## config.mk

```make
export PLATFORM = sky130hd
export DESIGN_NAME = mem_write_collector_flat
export DESIGN_NICKNAME = d
export VERILOG_FILES = /design/src/rtl/mem_write_collector_if.sv /design/src/rtl/mem_write_collector.sv /design/src/flat_wrapper.sv
export SDC_FILE = /design/constraint.sdc
export NUM_CORES = 1
export LEC_CHECK = 0
export ABC_AREA = 1
export CAP_MARGIN = 5
export CORE_ASPECT_RATIO = 1.1
export CORE_UTILIZATION = 25
export CTS_CLUSTER_DIAMETER = 40
export DETAILED_ROUTE_END_ITERATION = 10
export SETUP_SLACK_MARGIN = 0.2
export SYNTH_ARGS = -nofsm -noshare
export SYNTH_HDL_FRONTEND = slang
export SYNTH_SLANG_ARGS = --single-unit
```

## constraint.sdc

```tcl
create_clock -name clk -period 2.7 [get_ports clk]
set_input_delay 0.54 -clock clk [delete_from_list [all_inputs] [get_ports clk]]
set_output_delay 0.54 -clock clk [all_outputs]
set_load 0.1 [all_outputs]
```

## src/rtl/mem_write_collector_if.sv

```systemverilog
// CPU store snoop port plus the captured-byte output stream of mem_write_collector.
// master drives stores and out_ready; slave is the collector.
interface mem_write_collector_if;
    logic        wr_en;
    logic [31:0] wr_addr;
    logic [7:0]  wr_data;
    logic        out_valid;
    logic        out_ready;
    logic [7:0]  out_data;
    logic [15:0] out_offset;
    logic        out_last;

    modport master (
        output wr_en, wr_addr, wr_data, out_ready,
        input  out_valid, out_data, out_offset, out_last
    );

    modport slave (
        input  wr_en, wr_addr, wr_data, out_ready,
        output out_valid, out_data, out_offset, out_last
    );
endinterface

```

## src/rtl/mem_write_collector.sv

```systemverilog
// Snoops CPU stores into the output window / end-of-frame marker and queues them in a FWFT FIFO.
// Latency: store at edge N is the head in cycle N+1; backpressure: out_ready stalls, a full FIFO with no pop drops and sets overflow.
module mem_write_collector #(
    parameter logic [31:0] OUT_BASE  = 32'h0000_8000,
    parameter logic [31:0] OUT_SIZE  = 32'h0000_4000,
    parameter logic [31:0] DONE_ADDR = 32'h0000_FFFF,
    parameter int          DEPTH     = 16
) (
    input  logic                     clk,
    input  logic                     rst_n,
    mem_write_collector_if.slave     io_bus,
    input  logic                     i_clear_overflow,
    output logic                     o_frame_toggle,
    output logic [15:0]              o_frame_count,
    output logic [$clog2(DEPTH):0]   o_level,
    output logic                     o_overflow
);
    localparam int AW = $clog2(DEPTH);
    localparam int LW = AW + 1;
    // 33-bit window end so a window touching the top of the address space cannot wrap
    localparam logic [32:0] WIN_END = {1'b0, OUT_BASE} + {1'b0, OUT_SIZE};
    localparam logic [15:0] BASE_LO = OUT_BASE[15:0];

    typedef struct packed {
        logic        last;
        logic [15:0] offset;
        logic [7:0]  data;
    } entry_t;

    entry_t          r_mem [DEPTH];
    logic [AW-1:0]   r_wr_ptr;
    logic [AW-1:0]   r_rd_ptr;
    logic [LW-1:0]   r_level;
    logic            r_overflow;
    logic            r_frame_toggle;
    logic [15:0]     r_frame_count;

    logic            w_hit;
    logic            w_mark;
    logic            w_push_req;
    logic            w_full;
    logic            w_pop;
    logic            w_push;
    logic            w_drop;
    entry_t          w_entry;
    entry_t          w_head;

    assign w_hit      = io_bus.wr_en && (io_bus.wr_addr >= OUT_BASE)
                        && ({1'b0, io_bus.wr_addr} < WIN_END);
    assign w_mark     = io_bus.wr_en && (io_bus.wr_addr == DONE_ADDR);
    assign w_push_req = w_hit || w_mark;
    assign w_full     = (r_level == LW'(DEPTH));
    assign w_pop      = (r_level != '0) && io_bus.out_ready;
    // A pop in the same cycle frees the slot, so a full FIFO still accepts the push
    assign w_push     = w_push_req && (!w_full || w_pop);
    assign w_drop     = w_push_req && w_full && !w_pop;

    always_comb begin
        w_entry = '0;
        if (w_mark) begin
            w_entry.last   = 1'b1;
            w_entry.offset = 16'hFFFF;
        end else begin
            w_entry.offset = io_bus.wr_addr[15:0] - BASE_LO;
        end
        w_entry.data = io_bus.wr_data;
    end

    // Storage is deliberately left out of reset; pointers and level define validity
    always_ff @(posedge clk) begin
        if (w_push) begin
            r_mem[r_wr_ptr] <= w_entry;
        end
    end

    always_ff @(posedge clk or negedge rst_n) begin
        if (!rst_n) begin
            r_wr_ptr       <= '0;
            r_rd_ptr       <= '0;
            r_level        <= '0;
            r_overflow     <= 1'b0;
            r_frame_toggle <= 1'b0;
            r_frame_count  <= '0;
        end else begin
            if (w_push) begin
                r_wr_ptr <= r_wr_ptr + AW'(1);
            end
            if (w_pop) begin
                r_rd_ptr <= r_rd_ptr + AW'(1);
            end
            case ({w_push, w_pop})
                2'b10:   r_level <= r_level + LW'(1);
                2'b01:   r_level <= r_level - LW'(1);
                default: r_level <= r_level;
            endcase
            if (w_drop) begin
                r_overflow <= 1'b1;
            end else if (i_clear_overflow) begin
                r_overflow <= 1'b0;
            end
            if (w_mark) begin
                r_frame_toggle <= ~r_frame_toggle;
                r_frame_count  <= r_frame_count + 16'd1;
            end
        end
    end

    assign w_head            = r_mem[r_rd_ptr];
    assign io_bus.out_valid  = (r_level != '0);
    assign io_bus.out_data   = w_head.data;
    assign io_bus.out_offset = w_head.offset;
    assign io_bus.out_last   = w_head.last;

    assign o_level        = r_level;
    assign o_overflow     = r_overflow;
    assign o_frame_toggle = r_frame_toggle;
    assign o_frame_count  = r_frame_count;
endmodule

```

## src/flat_wrapper.sv

```systemverilog
// flat-port wrapper written by rule: the top's interface ports become plain ports
module mem_write_collector_flat 
#(
    parameter logic [31:0] OUT_BASE  = 32'h0000_8000,
    parameter logic [31:0] OUT_SIZE  = 32'h0000_4000,
    parameter logic [31:0] DONE_ADDR = 32'h0000_FFFF,
    parameter int          DEPTH     = 16
)
  (clk, rst_n, i_clear_overflow, o_frame_toggle, o_frame_count, o_level, o_overflow, io_bus_wr_en, io_bus_wr_addr, io_bus_wr_data, io_bus_out_ready, io_bus_out_valid, io_bus_out_data, io_bus_out_offset, io_bus_out_last);
  mem_write_collector_if io_bus_i ();
  input  logic clk;
  input  logic rst_n;
  input  logic i_clear_overflow;
  output logic o_frame_toggle;
  output logic [15:0] o_frame_count;
  output logic [$clog2(DEPTH):0] o_level;
  output logic o_overflow;
  input wire logic [$bits(io_bus_i.wr_en)-1:0] io_bus_wr_en;
  input wire logic [$bits(io_bus_i.wr_addr)-1:0] io_bus_wr_addr;
  input wire logic [$bits(io_bus_i.wr_data)-1:0] io_bus_wr_data;
  input wire logic [$bits(io_bus_i.out_ready)-1:0] io_bus_out_ready;
  output wire logic [$bits(io_bus_i.out_valid)-1:0] io_bus_out_valid;
  output wire logic [$bits(io_bus_i.out_data)-1:0] io_bus_out_data;
  output wire logic [$bits(io_bus_i.out_offset)-1:0] io_bus_out_offset;
  output wire logic [$bits(io_bus_i.out_last)-1:0] io_bus_out_last;
  assign io_bus_i.wr_en = io_bus_wr_en;
  assign io_bus_i.wr_addr = io_bus_wr_addr;
  assign io_bus_i.wr_data = io_bus_wr_data;
  assign io_bus_i.out_ready = io_bus_out_ready;
  assign io_bus_out_valid = io_bus_i.out_valid;
  assign io_bus_out_data = io_bus_i.out_data;
  assign io_bus_out_offset = io_bus_i.out_offset;
  assign io_bus_out_last = io_bus_i.out_last;
  mem_write_collector #(.OUT_BASE(OUT_BASE), .OUT_SIZE(OUT_SIZE), .DONE_ADDR(DONE_ADDR), .DEPTH(DEPTH)) u_core (.clk(clk), .rst_n(rst_n), .io_bus(io_bus_i), .i_clear_overflow(i_clear_overflow), .o_frame_toggle(o_frame_toggle), .o_frame_count(o_frame_count), .o_level(o_level), .o_overflow(o_overflow));
endmodule
```

==> metrics.txt, run 1 <==
share of the yosys chip area belonging to registers 72.9%; routed len/inst 20.1 um; total wire length 48,200 um; CP Data Required Time 2160 ps; Clock Sinks 431; RSZ-0062 raised after global routing true; fmax 337 MHz; critical path class flip-flop to output port; Die H 280 um; filler instances 6,676; post-synthesis cell count 1,252; failing checks negative setup slack; Iter 0 DRT Violations 1,036; largest net degree at the start of global routing 78; Worst-Margin Slew 796 ps; die width 255 um; Final WS setup -270 ps; Final Max Slew Viols 0; most frequent cell after synthesis edfxtp_1; Register Area 0.0128 mm2; # nets final 1,491; GPL Wtd Cong 0.807; Final Hold Fails 0; routed vias/inst 4.70; Max Cap Viol 0; Multi-input gate area 0.00495 mm2; number of global-route vias before repair 11,200; Static Leak 0.00811 uW; Peak VDD IR 0.00121 V; share of the synthesized area in the top cell type 68.5%; IO Count 94; Final setup viols 25; Worst-path clk slew 60 ps; GRT met1 Usage 17.7%; Worst R2R Start u_core.o_level[3]; commonest cells in the netlist edfxtp_1 (400), nor2_1 (190), o21ai_0 (111), nand2_1 (88); TritonCTS clock tree built; startpoint types flip-flop; Post-synth top flop edfxtp_1; standard-cell rows 101; DP HPWL 29,000 um; IO Port Bufs 93; GR Util met3 2.70%; clk buf depth 3; final cycle utilization of the critical path 110%; DIE AREA 0.0712 mm2; # H-tree levels 2; synth unique cells 38; Post-Place Worst Slack -291 ps; Worst setup EP type output port; CP max FO 17; initial antenna violation count 2; HP Class input pin to async pin; Pwr Density 1140 mW/mm2; Total GRT Usage 13.3%; register bit count reported by yosys 431; vias 11,300; fin util 33.9%; Final min period 2970 ps; Placed Instances 2,283; core box area 0.0693 mm2; Area contributors post-synth edfxtp_1 (68%), dfrtp_1 (4.4%), mux2i_1 (4.2%), nor2_1 (4.1%), o221ai_1 (3.7%); CTS buffer count 49; synth warn 0; Routed Antenna Nets 0; DRT Pass-1 Iters 5; met2 GRT Util 21.6%; Syn Area/Cell 14.0 um2; grt peak-use layer met2; Clock Latency Late Sink 580 ps; first-pass GRT wire length 70,900 um; clock tree root driver cell clkbuf_16; gr ovfl total 0; post-synth net total 1,307; RR Endpoint u_core.o_level[4]; Slew HR 46.8%; layout cells sized above 1 27.7%; Layout Cells excl Fill 2,402; asr flop ratio synth 7.19%; EDFF count, synth 400; FF-to-FF path depth 16; Crit path arrival time 2430 ps; R2R Setup Slk 400 ps; drt drc 0; Setup TNS -5440 ps; cell area after technology mapping 0.0175 mm2; area grow syn2layout 33.8%; initial core utilization 25.3%; outcome finished, violations left; area leader, netlist edfxtp_1; Clock Skew 27.2 ps
[area by class of cell]
| cell class | instances | share of cell area (%) |
|---|---|---|
| clock buffer | 59 | 5.38 |
| clock inverter | 30 | 0.986 |
| tap | 927 | 4.94 |
| multi-input combinational | 699 | 21.1 |
| antenna | 1 | 0.0107 |
| timing repair buffer | 222 | 12.4 |
| sequential | 431 | 54.6 |
| inverter | 33 | 0.560 |
[kinds of logic (layout without fill, tap and decap cells)]
kind of cell,Yosys count,after routing,synth area share (%)
DFF,431,431,72.9
and+or+nand+nor,352,352,8.51
AOI/OAI and AO/OA,239,239,9.30
buffers and inverters,122,344,3.14
muxes,74,74,4.22
xor gates and xnor gates,24,24,1.20
adders and majority gates,10,10,0.756
other,0,1,0
[per-layer routing]
layer	vias to the layer above	wire length, um
met5	-	7
met4	2	1330
met3	79	3400
met2	405	23000
met1	5690	20400
li1	5114	-
[how the worst max path moves through the flow]
stage	to	startpoint	cells after the start	slack, ps
after detailed placement	u_core.r_mem[15][9]	io_bus_wr_addr[9]	11	-290
after global routing	io_bus_out_data[7]	u_core.r_rd_ptr[0]	7	-350
after CTS	io_bus_out_offset[6]	u_core.r_rd_ptr[0]	7	-290
final	io_bus_out_offset[9]	u_core.r_rd_ptr[0]	7	-270
after floorplan	u_core.o_level[4]	u_core.o_level[3]	15	-720
after global placement	u_core.o_level[4]	io_bus_wr_addr[9]	18	-240
[worst max-delay path, cell delays in order, from the launching register on]
cell and delay (ps):
dfrtp_4 530, buf_6 190, buf_16 190, mux2i_2 260
o221ai_2 160, o211ai_1 160, nand2_1 160, buf_12 200
[through the flow]
stage,hold WS (ps),total power [uW],cell area (um2)
3_3_place_gp,470,18500,20800
2_1_floorplan,244,14500,17700
5_1_grt,405,27800,23500
4_1_cts,373,26500,23200
3_5_place_dp,467,18500,20800
6_report,381,26800,23500
[where the power goes]
part | total [uW] | switching (uW) | internal, uW
Clock | 6130 | 2720 | 3410
Sequential | 7560 | 157 | 7400
Combinational | 13100 | 8190 | 4890
Total | 26800 | 11100 | 15700
[what timing repair did]
action | in CTS | in global routing
pin swaps | 43 | 20
setup buffers | 15 | 3
hold endpoints to repair | 0 | 0
cloned | 10 | 1
resized for setup | 127 | 50
endpoints found under the setup margin | 25 | 26
hold buffers | 0 | 0
[sequential cells by signal (all words and copies together) (netlist names)]
register	cells
u_core.o_overflow	1
u_core.r_wr_ptr	4
u_core.r_rd_ptr	4
u_core.o_frame_toggle	1
u_core.o_level	5
u_core.o_frame_count	16
u_core.r_mem	400
[placed cells by master, fill, tap and decap left out, types with 6 or more instances in the layout]
cell and n:
edfxtp_1 400, nor2_1 167, buf_4 93, o21ai_0 79, nand2_1 62, buf_12 62, mux2i_1 60, o221ai_1 51
clkbuf_16 50, clkdlybuf4s50_1 44, nand3_1 32, inv_1 28, o21ai_1 24, o221ai_2 23, dfrtp_1 23, nand2_2 22
o211ai_1 22, nor2_4 20, xor2_1 18, o32ai_2 17, buf_16 11, nand2_4 10, clkbuf_1 10, o21ai_2 9
mux2i_2 9, nand4_1 9, ha_1 9, clkinv_2 9, nand3_2 8, nor2_2 8, inv_6 8, dfrtp_4 7
nor3_1 6, xnor2_1 6
Power figures use the tool's default switching activity.
==> run 2: changes to the inputs <==
Settings changed: HOLD_SLACK_MARGIN from default to 0.02.
==> results of run 2 <==
Final layout, timing and power as in run 1 (identical DEF).
==> run 3: changes to the inputs <==
Settings changed: RECOVER_POWER from default to 100, SLEW_MARGIN from default to 20.
==> run 3 against run 2 <==
Against the previous run: the run ends with max-capacitance violations, max-slew violations, negative setup slack left; fmax is 0.39% lower; via count is 0.29% higher; wire length hardly changed; worst hold slack better by 100 ps; cell area is 1.5% lower; die area stayed put; clock skew is 2.1 ps higher.
==> metrics.txt, run 3 (same netlist as run 1, synthesis figures left out) <==
Final setup viols 25; CP max FO 6; die width 255 um; # nets final 1,491; core box area 0.0693 mm2; Worst setup EP type output port; Clock Sinks 431; Peak VDD IR 0.00115 V; largest net degree at the start of global routing 78; first-pass GRT wire length 70,900 um; Pwr Density 1160 mW/mm2; critical path class flip-flop to output port; CP Data Required Time 2160 ps; Worst-path clk slew 60 ps; CP max-delay cell dfrtp_4; HP Class flip-flop to flip-flop; drt drc 0; most flop-heavy register u_core.r_mem; startpoint types flip-flop; Final Max Slew Viols 32; Iter 0 DRT Violations 1,010; gr ovfl total 0; Final Hold Fails 0; worst path cell trace inv_8 -> bufbuf_16 -> nor2_1 -> o221ai_2 -> nand3_2 -> nand2_4 -> buf_12; fmax 335 MHz; Total GRT Usage 13.3%; final cycle utilization of the critical path 110%; Crit path arrival time 2440 ps; initial antenna violation count 3; area grow syn2layout 31.8%; IO Port Bufs 93; Worst-Margin Slew 1930 ps; Clock Skew 29.3 ps; # H-tree levels 2; RSZ-0062 raised after global routing true; IO Count 94; initial core utilization 25.3%; clk buf depth 3; Final WS setup -281 ps; CTS buffer count 49; Register Area 0.0128 mm2; Routed Antenna Nets 0; DRT Pass-1 Iters 5; commonest cells after routing, fill and taps aside edfxtp_1 (400), nor2_1 (170), o21ai_0 (79), nand2_1 (66), mux2i_1 (60); routed len/inst 20.1 um; failing checks max-capacitance violations, max-slew violations, negative setup slack; Static Leak 0.00796 uW; FF-to-FF path depth 15; Setup TNS -5450 ps; Final min period 2980 ps; layout cells sized above 1 25.6%; routed vias/inst 4.71; Die H 280 um; Multi-input gate area 0.00489 mm2; Max Cap Viol 1; DIE AREA 0.0712 mm2; max reg flops 400; most common cell after layout, fill and taps aside edfxtp_1; Total Power 26,700 uW; standard-cell rows 101; Slew HR -28.7%; GPL Wtd Cong 0.807; clock tree root driver cell clkbuf_16; number of global-route vias before repair 11,200; Max stage delay on crit path 560 ps; Clock Latency Late Sink 580 ps; TritonCTS clock tree built; filler instances 6,739; DP HPWL 29,000 um; total wire length 48,300 um; vias 11,300; outcome finished, violations left; hold depth 1
[run 3: changes by cell type in the layout (fill, tap and decap cells not counted), moves of 8 or more]
cell,before,now
buf_4,93,47
clkbuf_2,0,27
clkdlybuf4s50_1,44,20
dlygate4sd3_1,0,24
clkbuf_1,10,32
buf_12,62,47
buf_6,3,11
[run 3: final cells by class]
cell class / instances / share of cell area [%]
flip-flops and latches: 431 / 55.4
inverters: 33 / 0.568
diodes: 2 / 0.0216
repair buffers: 222 / 11.4
clock inverters: 30 / 1.00
clock buffers: 59 / 5.46
well taps: 927 / 5.02
multi-input cells: 699 / 21.2
[run 3: worst paths after layout]
| check | from | slack, ps | to |
|---|---|---|---|
| setup / recovery | u_core.r_rd_ptr[0] | -280 | io_bus_out_data[7] |
| hold / removal | u_core.o_frame_toggle | 480 | u_core.o_frame_toggle |
| setup reg to reg | u_core.o_level[3] | 160 | u_core.o_level[4] |
| hold reg to reg | u_core.o_frame_toggle | 480 | u_core.o_frame_toggle |
| max in group asynchronous | rst_n | 270 | u_core.o_level[0] |
| min in group asynchronous | rst_n | 1030 | u_core.o_frame_count[10] |
[run 3: critical path, delay by kind of cell, from the launching register on]
kind	cells	cell delay (ps)
compound gates	1	290
flops	1	560
simple gates	3	410
buf+inv	3	610
[run 3: repair_timing]
item	4_1_cts	5_1_grt
hold buffers	0	0
pin swaps	43	20
setup endpoints to repair	25	26
gates cloned	10	1
resized for setup	127	50
buffers inserted	15	3
[run 3: report_power, final]
group | leakage (uW) | total, uW | internal (uW) | switching (uW)
registers | 0.00396 | 7560 | 7400 | 154
clock network | 0.000736 | 6140 | 3410 | 2730
logic | 0.00327 | 13000 | 4840 | 8200
total | 0.00796 | 26700 | 15600 | 11100
[run 3: through the flow]
step	cells	hold slack (ps)	util [%]	setup slack [ps]	cell area, um2
after floorplan	1252	244	-	-722	17700
after global placement	2283	470	30.0	-244	20800
after detailed placement	2283	467	30.0	-291	20800
after CTS	2397	373	33.5	-285	23200
after global routing	2401	524	33.4	-348	23100
final	2403	481	33.4	-281	23100
[run 3: per-layer routing]
| metal | up-vias | global-route usage, % | share of wire [%] |
|---|---|---|---|
| met5 | - | 0 | 0.027 |
| met4 | 2 | 4.30 | 2.6 |
| met3 | 73 | 2.70 | 7.4 |
| met2 | 435 | 21.6 | 48 |
| met1 | 5697 | 17.7 | 42 |
| li1 | 5116 | - | - |
